$ cat config.mk
export PLATFORM = sky130hd
export DESIGN_NAME = maze_walker_flat
export DESIGN_NICKNAME = d
export VERILOG_FILES = /design/src/rtl/maze_walker_pkg.sv /design/src/rtl/maze_walker_if.sv /design/src/rtl/maze_walker_dir_stack.sv /design/src/rtl/maze_walker.sv /design/src/flat_wrapper.sv
export SDC_FILE = /design/constraint.sdc
export NUM_CORES = 1
export LEC_CHECK = 0
export CAP_MARGIN = 40
export CORE_ASPECT_RATIO = 1.5
export CORE_MARGIN = 4
export CORE_UTILIZATION = 55
export DETAILED_ROUTE_END_ITERATION = 10
export PLACE_DENSITY = 0.84
export SYNTH_ARGS = -nofsm -noshare
export SYNTH_HDL_FRONTEND = slang
export SYNTH_SLANG_ARGS = --single-unit
$ cat constraint.sdc
create_clock -name clk -period 4.9 [get_ports clk]
set_input_delay 0.735 -clock clk [delete_from_list [all_inputs] [get_ports clk]]
set_output_delay 0.735 -clock clk [all_outputs]
set_load 0.03 [all_outputs]
$ cat src/rtl/maze_walker_pkg.sv
// Shared definitions for the maze walker: FSM state encoding, direction codes,
// goal cell, stack size, and the neighbour-stepping helpers.
// Latency: none (types and pure functions). Backpressure: none.
package maze_walker_pkg;

   typedef enum logic [3:0] {
      IDLE, MARK, TRY, RD, CHK, MOVE, NEXT, BACK, DONE, FAIL
   } state_t;

   typedef logic [1:0] dir_t;

   localparam dir_t DIR_RIGHT = 2'd0;   // x+1
   localparam dir_t DIR_DOWN  = 2'd1;   // y+1
   localparam dir_t DIR_LEFT  = 2'd2;   // x-1
   localparam dir_t DIR_UP    = 2'd3;   // y-1

   localparam logic [3:0] GOAL_X = 4'd15;
   localparam logic [3:0] GOAL_Y = 4'd15;

   localparam int STACK_DEPTH = 256;
   localparam int CNT_W       = 9;

   // Cell reached by one step from (x,y) in direction d, packed as {x, y}.
   // Wraps at the edges; callers use off_edge() to reject those steps.
   function automatic logic [7:0] step_cell(input logic [3:0] x, input logic [3:0] y,
                                            input dir_t d);
      logic [3:0] nx;
      logic [3:0] ny;
      nx = x;
      ny = y;
      case (d)
         DIR_RIGHT: nx = x + 4'd1;
         DIR_DOWN:  ny = y + 4'd1;
         DIR_LEFT:  nx = x - 4'd1;
         default:   ny = y - 4'd1;
      endcase
      return {nx, ny};
   endfunction

   // True when stepping from (x,y) in direction d leaves the 16x16 grid.
   function automatic logic off_edge(input logic [3:0] x, input logic [3:0] y,
                                     input dir_t d);
      logic r;
      case (d)
         DIR_RIGHT: r = (x == 4'd15);
         DIR_DOWN:  r = (y == 4'd15);
         DIR_LEFT:  r = (x == 4'd0);
         default:   r = (y == 4'd0);
      endcase
      return r;
   endfunction

endpackage

$ cat src/rtl/maze_walker_if.sv
// Maze memory bus between the walker (master) and the cell memory (slave).
// Latency: read data returns one cycle after the mem_rd strobe. Backpressure: none.
// Signals: mem_rd/mem_wr strobes, x_pos/y_pos cell address, mem_data_in write data,
//          mem_data_out read data (0 = open, 1 = wall or visited).
interface maze_walker_if;
   logic       mem_rd;
   logic       mem_wr;
   logic [3:0] x_pos;
   logic [3:0] y_pos;
   logic       mem_data_in;
   logic       mem_data_out;

   modport master (
      output mem_rd, mem_wr, x_pos, y_pos, mem_data_in,
      input  mem_data_out
   );

   modport slave (
      input  mem_rd, mem_wr, x_pos, y_pos, mem_data_in,
      output mem_data_out
   );
endinterface

$ cat src/rtl/maze_walker_dir_stack.sv
// LIFO of 2-bit directions recording the path taken by the walker.
// Latency: push/pop take effect on the next edge; dout shows the top entry combinationally.
// Backpressure: push ignored when full, pop ignored when empty.
// Ports: clk, rst (async, active-high), clr (sync empty), push/din, pop/dout,
//        empty, full, count (number of stored entries, 0..256).
module dir_stack
   import maze_walker_pkg::*;
(
   input  logic             clk,
   input  logic             rst,
   input  logic             clr,
   input  logic             push,
   input  logic             pop,
   input  dir_t             din,
   output dir_t             dout,
   output logic             empty,
   output logic             full,
   output logic [CNT_W-1:0] count
);

   dir_t       stk_mem [STACK_DEPTH];
   logic [7:0] top_idx;

   assign empty   = (count == '0);
   assign full    = (count == CNT_W'(STACK_DEPTH));
   // count==256 wraps to index 255, so the top is addressable when full too.
   assign top_idx = count[7:0] - 8'd1;
   assign dout    = stk_mem[top_idx];

   always_ff @(posedge clk or posedge rst) begin
      if (rst) begin
         count <= '0;
      end else if (clr) begin
         count <= '0;
      end else if (push && !full) begin
         count <= count + CNT_W'(1);
      end else if (pop && !empty) begin
         count <= count - CNT_W'(1);
      end
   end

   // Storage needs no reset: entries above count are never read.
   always_ff @(posedge clk) begin
      if (push && !full && !clr) begin
         stk_mem[count[7:0]] <= din;
      end
   end

endmodule

$ cat src/rtl/maze_walker.sv
// Depth-first maze search from (0,0) to (15,15) over a 16x16 one-bit cell memory.
// Latency: 5 cycles per forward step (MARK,TRY,RD,CHK,MOVE); memory reads return in 1 cycle.
// Backpressure: none; start is only honoured in IDLE and ignored while busy.
// Ports: clk, rst (async, active-high), start, mem (memory bus master),
//        busy, done/fail (sticky results), depth (stack depth = path length when done).
module maze_walker
   import maze_walker_pkg::*;
(
   input  logic             clk,
   input  logic             rst,
   input  logic             start,
   maze_walker_if.master    mem,
   output logic             busy,
   output logic             done,
   output logic             fail,
   output logic [CNT_W-1:0] depth
);

   state_t     state;
   logic [3:0] cur_x;
   logic [3:0] cur_y;
   dir_t       dir;

   logic       rd_r;
   logic       wr_r;
   logic [3:0] addr_x;
   logic [3:0] addr_y;

   logic [3:0] nb_x;
   logic [3:0] nb_y;
   logic       nb_off;
   logic [3:0] bk_x;
   logic [3:0] bk_y;

   logic       stk_push;
   logic       stk_pop;
   logic       stk_clr;
   dir_t       stk_dout;
   logic       stk_empty;
   logic       stk_full;

   // Candidate neighbour for the direction under test.
   assign {nb_x, nb_y} = step_cell(cur_x, cur_y, dir);
   assign nb_off       = off_edge(cur_x, cur_y, dir);
   // Backtracking undoes the popped move: XOR with 2 gives the opposite direction.
   assign {bk_x, bk_y} = step_cell(cur_x, cur_y, dir_t'(stk_dout ^ 2'b10));

   assign stk_clr  = (state == IDLE) && start;
   assign stk_push = (state == MOVE) && !stk_full;
   assign stk_pop  = (state == BACK) && !stk_empty;

   dir_stack u_stack (
      .clk   (clk),
      .rst   (rst),
      .clr   (stk_clr),
      .push  (stk_push),
      .pop   (stk_pop),
      .din   (dir),
      .dout  (stk_dout),
      .empty (stk_empty),
      .full  (stk_full),
      .count (depth)
   );

   assign mem.mem_rd      = rd_r;
   assign mem.mem_wr      = wr_r;
   assign mem.x_pos       = addr_x;
   assign mem.y_pos       = addr_y;
   assign mem.mem_data_in = 1'b1;

   // Strobes and address are registered on entry to MARK/RD so each is high
   // for exactly the one cycle the FSM spends in that state.
   always_ff @(posedge clk or posedge rst) begin
      if (rst) begin
         state  <= IDLE;
         cur_x  <= '0;
         cur_y  <= '0;
         dir    <= DIR_RIGHT;
         rd_r   <= 1'b0;
         wr_r   <= 1'b0;
         addr_x <= '0;
         addr_y <= '0;
         busy   <= 1'b0;
         done   <= 1'b0;
         fail   <= 1'b0;
      end else begin
         case (state)
            IDLE: begin
               if (start) begin
                  state  <= MARK;
                  cur_x  <= '0;
                  cur_y  <= '0;
                  dir    <= DIR_RIGHT;
                  done   <= 1'b0;
                  fail   <= 1'b0;
                  busy   <= 1'b1;
                  wr_r   <= 1'b1;
                  addr_x <= '0;
                  addr_y <= '0;
               end
            end
            MARK: begin
               wr_r <= 1'b0;
               if (cur_x == GOAL_X && cur_y == GOAL_Y) begin
                  state <= DONE;
               end else begin
                  state <= TRY;
               end
            end
            TRY: begin
               if (nb_off) begin
                  state <= NEXT;
               end else begin
                  state  <= RD;
                  rd_r   <= 1'b1;
                  addr_x <= nb_x;
                  addr_y <= nb_y;
               end
            end
            RD: begin
               rd_r  <= 1'b0;
               state <= CHK;
            end
            CHK: begin
               if (mem.mem_data_out) begin
                  state <= NEXT;
               end else begin
                  state <= MOVE;
               end
            end
            MOVE: begin
               cur_x  <= nb_x;
               cur_y  <= nb_y;
               dir    <= DIR_RIGHT;
               state  <= MARK;
               wr_r   <= 1'b1;
               addr_x <= nb_x;
               addr_y <= nb_y;
            end
            NEXT: begin
               if (dir != DIR_UP) begin
                  dir   <= dir_t'(dir + 2'd1);
                  state <= TRY;
               end else begin
                  state <= BACK;
               end
            end
            BACK: begin
               if (stk_empty) begin
                  state <= FAIL;
               end else begin
                  cur_x <= bk_x;
                  cur_y <= bk_y;
                  // A popped UP means every direction at the parent is exhausted,
                  // so keep unwinding without revisiting TRY.
                  if (stk_dout != DIR_UP) begin
                     dir   <= dir_t'(stk_dout + 2'd1);
                     state <= TRY;
                  end
               end
            end
            DONE: begin
               done  <= 1'b1;
               busy  <= 1'b0;
               state <= IDLE;
            end
            FAIL: begin
               fail  <= 1'b1;
               busy  <= 1'b0;
               state <= IDLE;
            end
            default: begin
               state <= IDLE;
            end
         endcase
      end
   end

endmodule

$ cat src/flat_wrapper.sv
// flat-port wrapper written by rule: the top's interface ports become plain ports
module maze_walker_flat import maze_walker_pkg::*;
  (clk, rst, start, busy, done, fail, depth, mem_mem_rd, mem_mem_wr, mem_x_pos, mem_y_pos, mem_mem_data_in, mem_mem_data_out);
  maze_walker_if mem_i ();
  input  logic clk;
  input  logic rst;
  input  logic start;
  output logic busy;
  output logic done;
  output logic fail;
  output logic [CNT_W-1:0] depth;
  output wire logic [$bits(mem_i.mem_rd)-1:0] mem_mem_rd;
  output wire logic [$bits(mem_i.mem_wr)-1:0] mem_mem_wr;
  output wire logic [$bits(mem_i.x_pos)-1:0] mem_x_pos;
  output wire logic [$bits(mem_i.y_pos)-1:0] mem_y_pos;
  output wire logic [$bits(mem_i.mem_data_in)-1:0] mem_mem_data_in;
  input wire logic [$bits(mem_i.mem_data_out)-1:0] mem_mem_data_out;
  assign mem_mem_rd = mem_i.mem_rd;
  assign mem_mem_wr = mem_i.mem_wr;
  assign mem_x_pos = mem_i.x_pos;
  assign mem_y_pos = mem_i.y_pos;
  assign mem_mem_data_in = mem_i.mem_data_in;
  assign mem_i.mem_data_out = mem_mem_data_out;
  maze_walker u_core (.clk(clk), .rst(rst), .start(start), .mem(mem_i), .busy(busy), .done(done), .fail(fail), .depth(depth));
endmodule
==> out/results.txt <==
Outcome -> finished clean
Dpl hpwl -> 34,400 um
Largest net degree at the start of global routing -> 104
Postcts setup bufs -> 0
Clk pin slew, worst setup/hold paths -> 0.07 ns
Peak VDD IR -> 0.000468 V
Hold Path Sink -> u_core.mem.mem_wr$_DFFE_PP0P_
Syn_nets -> 1,551
Initial antenna violation count -> 0
Simple-Gate Fraction of Synth Area -> 8.94%
Post-synthesis compound-gate area fraction -> 4.51%
Remaining antenna violation count -> 0
Syn Area/Cell -> 15.6 um2
DRT iter0 DRCs -> 1,863
Ys async rst share -> 6.57%
EDFF count, synth -> 512
Crit Reg-Reg Endpoint -> u_core.cur_x[2]$_DFFE_PP0P_
Top cells by area, synth -> edfxtp_1, mux4_2, nor2_1
Slowest Stage Delay on Critical Path -> 0.53 ns
Synth top area share -> 64.6%
Hold Slack -> 0.469 ns
Critical path's top delay family -> simple AND/OR/NAND/NOR gates
Mux share of post-synthesis cell area -> 13.8%
Yosys top cell by area -> edfxtp_1
CP max-delay cell -> nand3_1
Detailed-route wire length -> 56,400 um
Layout cells sized above 1 -> 16.6%
Sink Count -> 548
Core area -> 42,900 um2
First-pass GRT wire length -> 86,500 um
Worst EP required -> 5.34 ns
Max Cap Viol -> 0
CTS tree -> done
Synthesis-to-finish area growth -> 9.74%
Hold Crit Depth -> 2
R2R setup slack -> 0.21 ns
Buffers on Ports -> 25
Period utilisation layout -> 95.7%
Fmax -> 0.213 GHz
Setup crit start kind -> flop
Minimum clock period -> 4.69 ns
IO Count -> 27
Clk root buf -> clkbuf_16
R2r startpoint -> u_core.u_stack.count[1]$_DFFE_PP0P_
Cts repair resizes -> 0
Non-filler cells, final -> 2,144
Synth unique cells -> 71
RSZ-0062 raised after global routing -> false
Setup Viol. Count Final -> 0
Die height -> 263 um
GRT Util Overall -> 24.4%
Clock latency on the worst-skew pair -> 0.57 ns
Residual DRC -> 0
Vias in the first global route -> 14,300
Cell with the most instances after synthesis -> edfxtp_1
XOR/XNOR share of the synthesized area -> 0.888%
CP cell instances -> inv_1, ha_4, and3b_1, o21ai_0, nand3_1, buf_4, a32oi_1, a32o_1, nor3_1, nand3b_1, and3_1, o21a_1, a311o_1
Sequential element share of the synthesized area -> 68.4%
Place WS -> 0.248 ns
DR WL/cell -> 26.3 um
Row count -> 93
M1 WL -> 18,900 um
Final Hold Fails -> 0
Hold-fix buffers, CTS -> 0
Top post-synthesis cells by count -> edfxtp_1, nor2_1, mux4_2
Critical path capture point type -> flop
Setup TNS -> 0 ns
Clk buf depth -> 3
Synth warnings -> 0
Slew Limit Fails -> 0
FF-to-FF path depth -> 13
Synthesized instance count -> 1,529
WP data arrival -> 5.13 ns
Router iterations before antenna repair -> 6
Post-DR vias/cell -> 6.53
Main combinational cell family by area after synthesis -> multiplexers
Top FF cell, synth -> edfxtp_1
Total gr overflow -> 0
Highest layer used for signal routing -> met4
Clock buffer count from CTS -> 46
DP Cell Count -> 2,063
PwrDens -> 645 nW/um2
Worst hold path type -> flop to flop
Hold Path Origin -> u_core.mem.mem_wr$_DFFE_PP0P_
Starting Density -> 55.5%
Ant diodes -> 0
Post-synthesis adder-cell area fraction -> 0.977%
Worst path bufs/invs -> 2
Routability Congestion -> 0.911
Mapped Area -> 23,800 um2
Leakage power figure -> 8.31 nW
Worst slew margin relative to its limit -> 38.8%
PnR Total Power -> 16.9 mW
Kind of critical path -> flop to flop
Final Skew -> 0.0174 ns
Slew @ Worst Pin -> 0.916 ns
# H-tree levels -> 2
Total die area -> 46,800 um2
Post-route setup slack -> 0.213 ns
Met2 WL -> 29,000 um
Final nets -> 1,563
Vias -> 14,000
Die width -> 178 um
Routed wl met3 -> 5020 um
#FFs+latches synth -> 548
Critical-path maximum fanout -> 14
## worst max path at each step
stage,slack (ns),startpoint,end,cells after the start
after global routing,0.11,u_core.u_stack.count[1]$_DFFE_PP0P_,u_core.cur_x[2]$_DFFE_PP0P_,13
final,0.21,u_core.u_stack.count[1]$_DFFE_PP0P_,u_core.cur_x[2]$_DFFE_PP0P_,13
after floorplan,0.05,u_core.u_stack.count[0]$_DFFE_PP0P_,u_core.cur_y[3]$_DFFE_PP0P_,18
after CTS,0.22,u_core.u_stack.count[1]$_DFFE_PP0P_,u_core.cur_x[3]$_DFFE_PP0P_,13
after detailed placement,0.25,u_core.u_stack.count[1]$_DFFE_PP0P_,u_core.cur_x[3]$_DFFE_PP0P_,13
after global placement,0.31,u_core.u_stack.count[0]$_DFFE_PP0P_,u_core.cur_x[3]$_DFFE_PP0P_,11
## layout make-up
cell class | count | area [um2]
inverters | 17 | 63.8
clock inverters | 26 | 184
multi-input cells | 856 | 6970
repair buffers | 72 | 697
clock buffers | 55 | 1220
well taps | 570 | 713
flip-flops and latches | 548 | 16300
fillers | 2880 | 16800
## where the power goes
part / internal, mW / total, mW / switching (mW)
Sequential: 5.73 / 6.09 / 0.366
Clock: 1.88 / 3.46 / 1.59
Combinational: 2.89 / 7.30 / 4.41
## placed cells by master, fill, tap and decap left out, types with 4 or more instances in the layout
cell             count
nand3b_1             6
a21o_1               4
nor2_1             298
xnor2_1             12
edfxtp_1           512
o22a_1               4
nor3_1              11
buf_4               40
a22oi_1              6
clkbuf_16           47
inv_1               16
buf_12               4
clkdlybuf4s50_1     25
o21ai_0             30
and3_1               5
nor4_1               4
mux4_2             126
nor2b_1              7
mux2i_1             41
clkbuf_1             7
nand2_1             82
nand3_1             42
clkinv_2            10
clkinv_1            10
o41ai_1              6
nand2b_1             6
nor3b_1              8
a31oi_1              5
nand4_1             14
a21oi_1             23
a221oi_1             6
a32oi_1             24
dfrtp_1             33
ha_1                16
xor2_1               8
mux2_2               4
## per-layer routing
metal	track usage (%)	vias up
met5	0	-
met2	40.5	883
met1	30.6	6992
met4	12.9	0
met3	4.19	219
li1	-	5910
## registers in the layout (all words and copies together) (netlist names)
signal and count:
u_core.dir 2, u_core.fail 1, u_core.state 4, u_core.cur_y 4, u_core.mem.mem_rd 1, u_core.mem.y_pos 4
u_core.mem.x_pos 4, u_core.mem.mem_wr 1, u_core.u_stack.count 9, u_core.busy 1, u_core.cur_x 4, u_core.done 1
u_core.u_stack.stk_mem 512
## metrics by stage
stage	util [%]	instance area, um2
floorplan	-	23800
global placement	57.4	24600
detailed placement	57.6	24700
CTS	60.8	26100
global route	60.9	26100
finish	60.9	26100
## logic make-up after synthesis
kind of cell / Yosys count
fa+ha+maj: 18
other cells: 1
mux: 171
flops: 548
compound gates: 147
simple gates: 497
xor+xnor: 22
buf+inv: 125
## tightest hold or removal path, stage by stage (launching register included)
cell     delay (ns)
dfrtp_1        0.34
nand2_1        0.05
nand2_1        0.05
Power figures use the tool's default switching activity.
